<file path="config.mk">
export PLATFORM = sky130hd
export DESIGN_NAME = s298_bist_ctrl
export DESIGN_NICKNAME = d
export VERILOG_FILES = /design/src/rtl/s298_bist_ctrl.sv
export SDC_FILE = /design/constraint.sdc
export NUM_CORES = 1
export LEC_CHECK = 0
export BUFFER_PORTS_ARGS = -buffer_cell sky130_fd_sc_hd__buf_4
export CAP_MARGIN = 20
export CORE_MARGIN = 5
export CORE_UTILIZATION = 55
export DETAILED_ROUTE_END_ITERATION = 10
export PLACE_DENSITY = 0.8
export SETUP_SLACK_MARGIN = 0.4
export SLEW_MARGIN = 30
export SYNTH_ARGS = -nofsm -noshare
export SYNTH_HDL_FRONTEND = slang
export SYNTH_SLANG_ARGS = --single-unit
</file>
<file path="constraint.sdc">
create_clock -name CK -period 2.6 [get_ports CK]
set_input_delay 0.13 -clock CK [delete_from_list [all_inputs] [get_ports CK]]
set_output_delay 0.13 -clock CK [all_outputs]
set_load 0.01 [all_outputs]
</file>
<file path="src/rtl/s298_bist_ctrl.sv">
// BIST sequencer for one s298 core: LFSR pattern source on G0..G2,
// 16-bit MISR compaction of the six CUT outputs, golden-signature compare.
module s298_bist_ctrl #(
  parameter int unsigned NUM_PATTERNS = 256,
  parameter int unsigned INIT_CYCLES  = 2,
  parameter logic [15:0] LFSR_SEED    = 16'hACE1
) (
  input  logic        CK,
  input  logic        RST,
  input  logic        START,
  input  logic [15:0] GOLDEN,
  output logic        CUT_G0,
  output logic        CUT_G1,
  output logic        CUT_G2,
  input  logic [5:0]  CUT_RESP,
  output logic        BUSY,
  output logic        DONE,
  output logic        PASS,
  output logic [15:0] SIG,
  output logic [15:0] PAT_CNT
);

  // An all-zero seed would lock the LFSR, so it is replaced by 1.
  localparam logic [15:0] SEED_EFF  = (LFSR_SEED == 16'h0000) ? 16'h0001 : LFSR_SEED;
  localparam logic [15:0] NPAT      = 16'(NUM_PATTERNS);
  localparam logic [3:0]  INIT_LAST = 4'(INIT_CYCLES - 1);

  typedef enum logic [2:0] {
    S_IDLE,
    S_INIT,
    S_RUN,
    S_FLUSH,
    S_CHECK,
    S_DONE
  } state_t;

  state_t      state_q, state_d;
  logic [15:0] lfsr_q, lfsr_d;
  logic [15:0] misr_q, misr_d;
  logic [15:0] pat_q, pat_d;
  logic [3:0]  init_q, init_d;
  logic        pass_q, pass_d;

  logic [15:0] lfsr_nxt;
  logic [15:0] misr_nxt;
  logic [15:0] pat_inc;

  // State and datapath registers; reset wins over everything.
  always_ff @(posedge CK) begin
    if (RST) begin
      state_q <= S_IDLE;
      lfsr_q  <= SEED_EFF;
      misr_q  <= '0;
      pat_q   <= '0;
      init_q  <= '0;
      pass_q  <= 1'b0;
    end else begin
      state_q <= state_d;
      lfsr_q  <= lfsr_d;
      misr_q  <= misr_d;
      pat_q   <= pat_d;
      init_q  <= init_d;
      pass_q  <= pass_d;
    end
  end

  // Next-state, datapath updates and state-decoded outputs.
  always_comb begin
    state_d  = state_q;
    lfsr_d   = lfsr_q;
    misr_d   = misr_q;
    pat_d    = pat_q;
    init_d   = init_q;
    pass_d   = pass_q;
    lfsr_nxt = {lfsr_q[14:0], lfsr_q[15] ^ lfsr_q[13] ^ lfsr_q[12] ^ lfsr_q[10]};
    misr_nxt = {misr_q[14:0], misr_q[15] ^ misr_q[13] ^ misr_q[12] ^ misr_q[10]}
               ^ {10'b0, CUT_RESP};
    pat_inc  = pat_q + 16'd1;

    unique case (state_q)
      S_IDLE, S_DONE: begin
        if (START) begin
          state_d = S_INIT;
          lfsr_d  = SEED_EFF;
          misr_d  = '0;
          pat_d   = '0;
          init_d  = '0;
          pass_d  = 1'b0;
        end else if (state_q == S_DONE) begin
          state_d = S_IDLE;
        end
      end
      S_INIT: begin
        if (init_q == INIT_LAST) state_d = S_RUN;
        else                     init_d  = init_q + 4'd1;
      end
      S_RUN: begin
        pat_d  = pat_inc;
        lfsr_d = lfsr_nxt;
        // CUT outputs are registered: the response to pattern k arrives one
        // cycle later, so the first RUN edge has nothing to absorb yet.
        if (pat_q != 16'd0) misr_d = misr_nxt;
        if (pat_inc == NPAT) state_d = S_FLUSH;
      end
      S_FLUSH: begin
        misr_d  = misr_nxt;
        state_d = S_CHECK;
      end
      S_CHECK: begin
        pass_d  = (misr_q == GOLDEN);
        state_d = S_DONE;
      end
      default: state_d = S_IDLE;
    endcase

    {CUT_G2, CUT_G1, CUT_G0} = (state_q == S_RUN) ? lfsr_q[2:0] : 3'b001;
    BUSY = (state_q == S_INIT) || (state_q == S_RUN) ||
           (state_q == S_FLUSH) || (state_q == S_CHECK);
    DONE = (state_q == S_DONE);
  end

  assign PASS    = pass_q;
  assign SIG     = misr_q;
  assign PAT_CNT = pat_q;

endmodule

</file>
Word level (Yosys, flattened, before mapping)
Index checks and enable logic that the tools add are counted.
{ "totals": {"register_bits": 56, "elab_cells": 61, "input_bits": 25, "out_inout_bits": 38} }
{ "classes": {"reduce_logical": 15, "bitwise_logic": 7, "n_eq_ne": 14, "addsub": 2, "muxes": 17} }
{ "ops": {"columns": ["operator", "n"], "rows": [
  ["$pmux W16 S2", 2],
  ["$mux W16", 3],
  ["$pmux W16 S3", 1],
  ["$add A16 B1 Y16 const B", 1],
  ["$eq A16 B16 Y1", 1],
  ["$eq A16 B9 Y1 const B", 1],
  ["$reduce_bool A16 Y1", 1],
  ["$xor A16 B6 Y16", 1],
  ["$mux W3", 5],
  ["$pmux W3 S5", 1],
  ["$ne A2 B2 Y1 const B", 5],
  ["$reduce_and A3 Y1", 3],
  ["$mux W4", 2],
  ["$pmux W4 S2", 1],
  ["$eq A3 B2 Y1 const B", 2],
  ["$eq A3 B3 Y1 const B", 2],
  ["$reduce_bool A2 Y1", 3],
  ["$xor A1 B1 Y1", 6],
  ["$add A4 B1 Y4 const B", 1],
  ["$eq A4 B1 Y1 const B", 1],
  ["$reduce_and A2 Y1", 2],
  ["$eq A3 B1 Y1 const B", 1],
  ["$logic_not A3 Y1", 1],
  ["$logic_or A1 B1 Y1", 3],
  ["5 further kinds", 5]
]} }

Logic depth before layout (Yosys ltp)
{ "depth": {"word_depth": 6, "depth_mapped": 8, "depth_no_buf": 6} }

Worst setup path before layout
Ideal clock, no wire load.
{ "synth_path": {"path_kind": "flip-flop to flip-flop", "startpoint": "register pat_q[1], in the netlist PAT_CNT[1]", "endpoint": "register state_q[0]", "stages_incl_launch_ff": 7, "n_path_buf": 0, "setup_ns": 0.116, "required_ns": 2.484, "period_less_slack_ns": 1.919, "setup_slack_ns": 0.681, "t_arrival_ns": 1.803, "cell_sequence": "dfxtp_1 -> ha_1 -> nand3_2 -> nor4_1 -> or3_1 -> a21oi_1 -> a41o_1"} }
{ "synth_via": {"elab_chain_cells": 4} }
{ "synth_rtl": {"columns": ["item", "line", "text"], "rows": [
  ["start, declared", "40", "logic [15:0] pat_q, pat_d;"],
  ["start signal, assigned", "61", "pat_q <= pat_d;"],
  ["$add A16 B1 Y16", "78", "pat_inc = pat_q + 16'd1;"],
  ["$eq A16 B9 Y1", "103", "if (pat_inc == NPAT) state_d = S_FLUSH;"],
  ["$ne A2 B2 Y1 (no line)", null, null],
  ["$reduce_and A3 Y1 (no line)", null, null],
  ["end signal, assigned", "58", "state_q <= state_d;"],
  ["end, declared", "37", "state_t state_q, state_d;"]
]} }
No other way between the ends.
A chain may end at the register's enable or synchronous reset.

Worst setup path after layout
Same ends and word-level chain as after synthesis.

==> results.sh <==
export IMPL_status="complete, no violations"
export IMPL_cts_buffers=5
export IMPL_syn_area_mm2=0.00304
export IMPL_grt_pass1_vias=2618
export IMPL_comb_power_share_pct=24.5
export IMPL_syn_num_nets=416
export IMPL_drtIter0Drc=246
export IMPL_rsz0062_at_grt="no"
export IMPL_drv_cap=0
export IMPL_relSlewSlack_pct=55.3
export IMPL_drc=0
export IMPL_htreeDepth=2
export IMPL_syn_inst=386
export IMPL_vias_per_cell=5.76
export IMPL_postCtsHoldBufs=0
export IMPL_setup_violations=0
export IMPL_postRouteAntennaNets=0
export IMPL_switching_power_mw=0.648
export IMPL_peakVddDrop_v=0.000275
export IMPL_seq_power_share_pct=49.6
export IMPL_clockBufferDepth=2
export IMPL_dp_hpwl_um=5150
export IMPL_drt_total_wl_um=7270
export IMPL_antenna_cells=0
export IMPL_post_cts_resized=0
export IMPL_yosys_warnings=0
export IMPL_synth_enable_flop_cells=0
export IMPL_ys_ff_latch=56
export IMPL_drive_above_1_share_pct=20.3
export IMPL_grt_use_total_pct=20.5
export IMPL_async_reset_ff_share_pct=0
export IMPL_setup_tns_ps=0
export IMPL_routabilityCongestion=0.947
export IMPL_start_util_pct=55.9
export IMPL_tightest_slew_ps=670
export IMPL_seq_area_frac_synth_pct=36.9
export IMPL_antenna_found_initial=0
export IMPL_cts_setup_buffers=0
export IMPL_design_area_mm2=0.00360
export IMPL_cts_tree="yes"
export IMPL_rows=27
export IMPL_dr_pass1_iters=4
export IMPL_ys_flop_type="dfxtp_1"
export IMPL_period_share_pct=78.8
export IMPL_syn2layout_area_growth_pct=18.6
export IMPL_wire_per_inst_um=14.4
export IMPL_ys_types=52
export IMPL_arrival_ps=2260
export IMPL_avgSynthCellArea_um2=7.87
export IMPL_finalHoldViolCount=0
export IMPL_num_vias=2909
export IMPL_grt_max_degree=58
export IMPL_p_clk_share_pct=25.9
export IMPL_cts_sinks=56
export IMPL_die_area_mm2=0.00711
export IMPL_required_ps=2810
export IMPL_power_leakage_nw=1.43
export IMPL_pin_count=63
export IMPL_gr_total_overflow=0
export IMPL_crit_path_start_kind="register"
export IMPL_hp_class="primary input to register"
export IMPL_port_buffers=62
export IMPL_clock_skew_ps=10.6
export IMPL_chipHeight_um=84.3
export IMPL_cp_end_kind="register"
export IMPL_die_x_um=84.3
export IMPL_crit_type="register to register"
export IMPL_fmax_mhz=488
export IMPL_cts_root_buf="clkbuf_8"
export IMPL_core_area_mm2=0.00544
export IMPL_path_max_fanout=10
export IMPL_path_clk_slew_ps=100
export IMPL_drv_slew=0
export IMPL_power_internal_mw=1.28
export IMPL_grt_pass1_wl_um=12300
export IMPL_powerDensity_mw_per_mm2=536
export IMPL_nNetsFinal=462
export IMPL_swShare_pct=33.6
export IMPL_dpl_cell_area_mm2=0.00350
export IMPL_insertion_delay_ps=320
export IMPL_fin_crit_ps=2050
[cell type report]
class / count / area (um^2)
fill: 474 / 1840
multi-input combinational: 296 / 1770
sequential: 56 / 1120
timing repair buffer: 67 / 503
tap: 72 / 90.1
clock buffer: 5 / 68.8
clock inverter: 3 / 25.0
inverter: 6 / 22.5
[registers in the layout, summed over array words and instances (netlist names)]
name     flops
SIG         16
PAT_CNT     16
lfsr_q      16
state_q      3
init_q       4
PASS         1
[metal layers]
layer	global-route usage, %	part of all wire (%)	up-vias
met3	5.50	8.8	10
li1	-	-	1447
met2	33.5	46	108
met4	5.99	1.3	0
met5	0	0	-
met1	26.6	44	1344
[final timing paths]
kind	start	end	slack, ps	cells past startpoint
max	PAT_CNT[1]$_SDFFE_PP0P_	state_q[0]$_SDFFE_PP0P_	550	6
min	CUT_RESP[4]	SIG[4]$_SDFFE_PP0P_	90	4
min reg2reg	lfsr_q[8]$_SDFFE_PP0P_	lfsr_q[9]$_SDFFE_PP0P_	460	2
max reg2reg	PAT_CNT[1]$_SDFFE_PP0P_	state_q[0]$_SDFFE_PP0P_	550	6
[power groups by stage]
| stage | registers, mW | clock network (mW) | logic, mW |
|---|---|---|---|
| floorplan | 0.957 | 0 | 0.347 |
| global placement | 0.975 | 0 | 0.463 |
| detailed placement | 0.977 | 0 | 0.473 |
| CTS | 0.957 | 0.513 | 0.475 |
| global route | 0.967 | 0.548 | 0.527 |
| finish | 0.958 | 0.500 | 0.472 |
[Yosys cell counts, drive strengths merged, types with 2 or more instances]
cell	number	area [um^2]
nand2b	3	18.8
clkbuf	14	56.3
a21oi	43	215
or3	4	30.0
and3	6	42.5
nor3	21	121
a31oi	4	25.0
nand4	7	50.1
nor2b	3	18.8
nand3	33	170
a211oi	2	20.0
buf	14	76.3
a311oi	6	52.6
nor4	7	43.8
nand2	44	168
xnor2	16	140
inv	6	22.5
and4	2	17.5
o21ai	14	73.8
o21bai	8	60.1
ha	5	62.6
dfxtp	56	1120
a2111oi	2	17.5
xor2	20	175
nor2	32	120
[metrics by stage]
stage	cells	hold WS (ps)	util, %	total power [mW]	worst slack [ps]
finish	505	91.7	66.2	1.93	552
floorplan	386	331	-	1.30	681
CTS	505	81.9	66.0	1.95	410
global route	505	102	66.2	2.04	396
global placement	497	423	64.3	1.44	581
detailed placement	497	427	64.3	1.45	468
[critical path, stage by stage (launching register included)]
cell	delay, ps
dfxtp_1	510
ha_2	320
nand3_2	190
or3_4	470
mux2i_1	190
a21oi_1	60
a41o_1	200
[cell families after synthesis]
group / count (synthesis) / synth area share (%)
fa+ha+maj: 6 / 2.39
flops: 56 / 36.9
mux: 1 / 0.330
compound gates: 86 / 17.3
buf+inv: 34 / 5.11
simple gates: 167 / 27.6
xor+xnor: 36 / 10.4
[placed cells by master, fill, tap and decap left out, types with 6 or more instances in the layout]
cell type  count
buf_4         67
dfxtp_1       55
nand2_1       43
a21oi_1       43
nor2_1        32
nand3_1       32
xor2_1        20
nor3_1        19
xnor2_1       16
o21ai_0       13
o21bai_1       8
nor4_1         6
nand4_1        6
a311oi_1       6
Power figures use the tool's default switching activity.
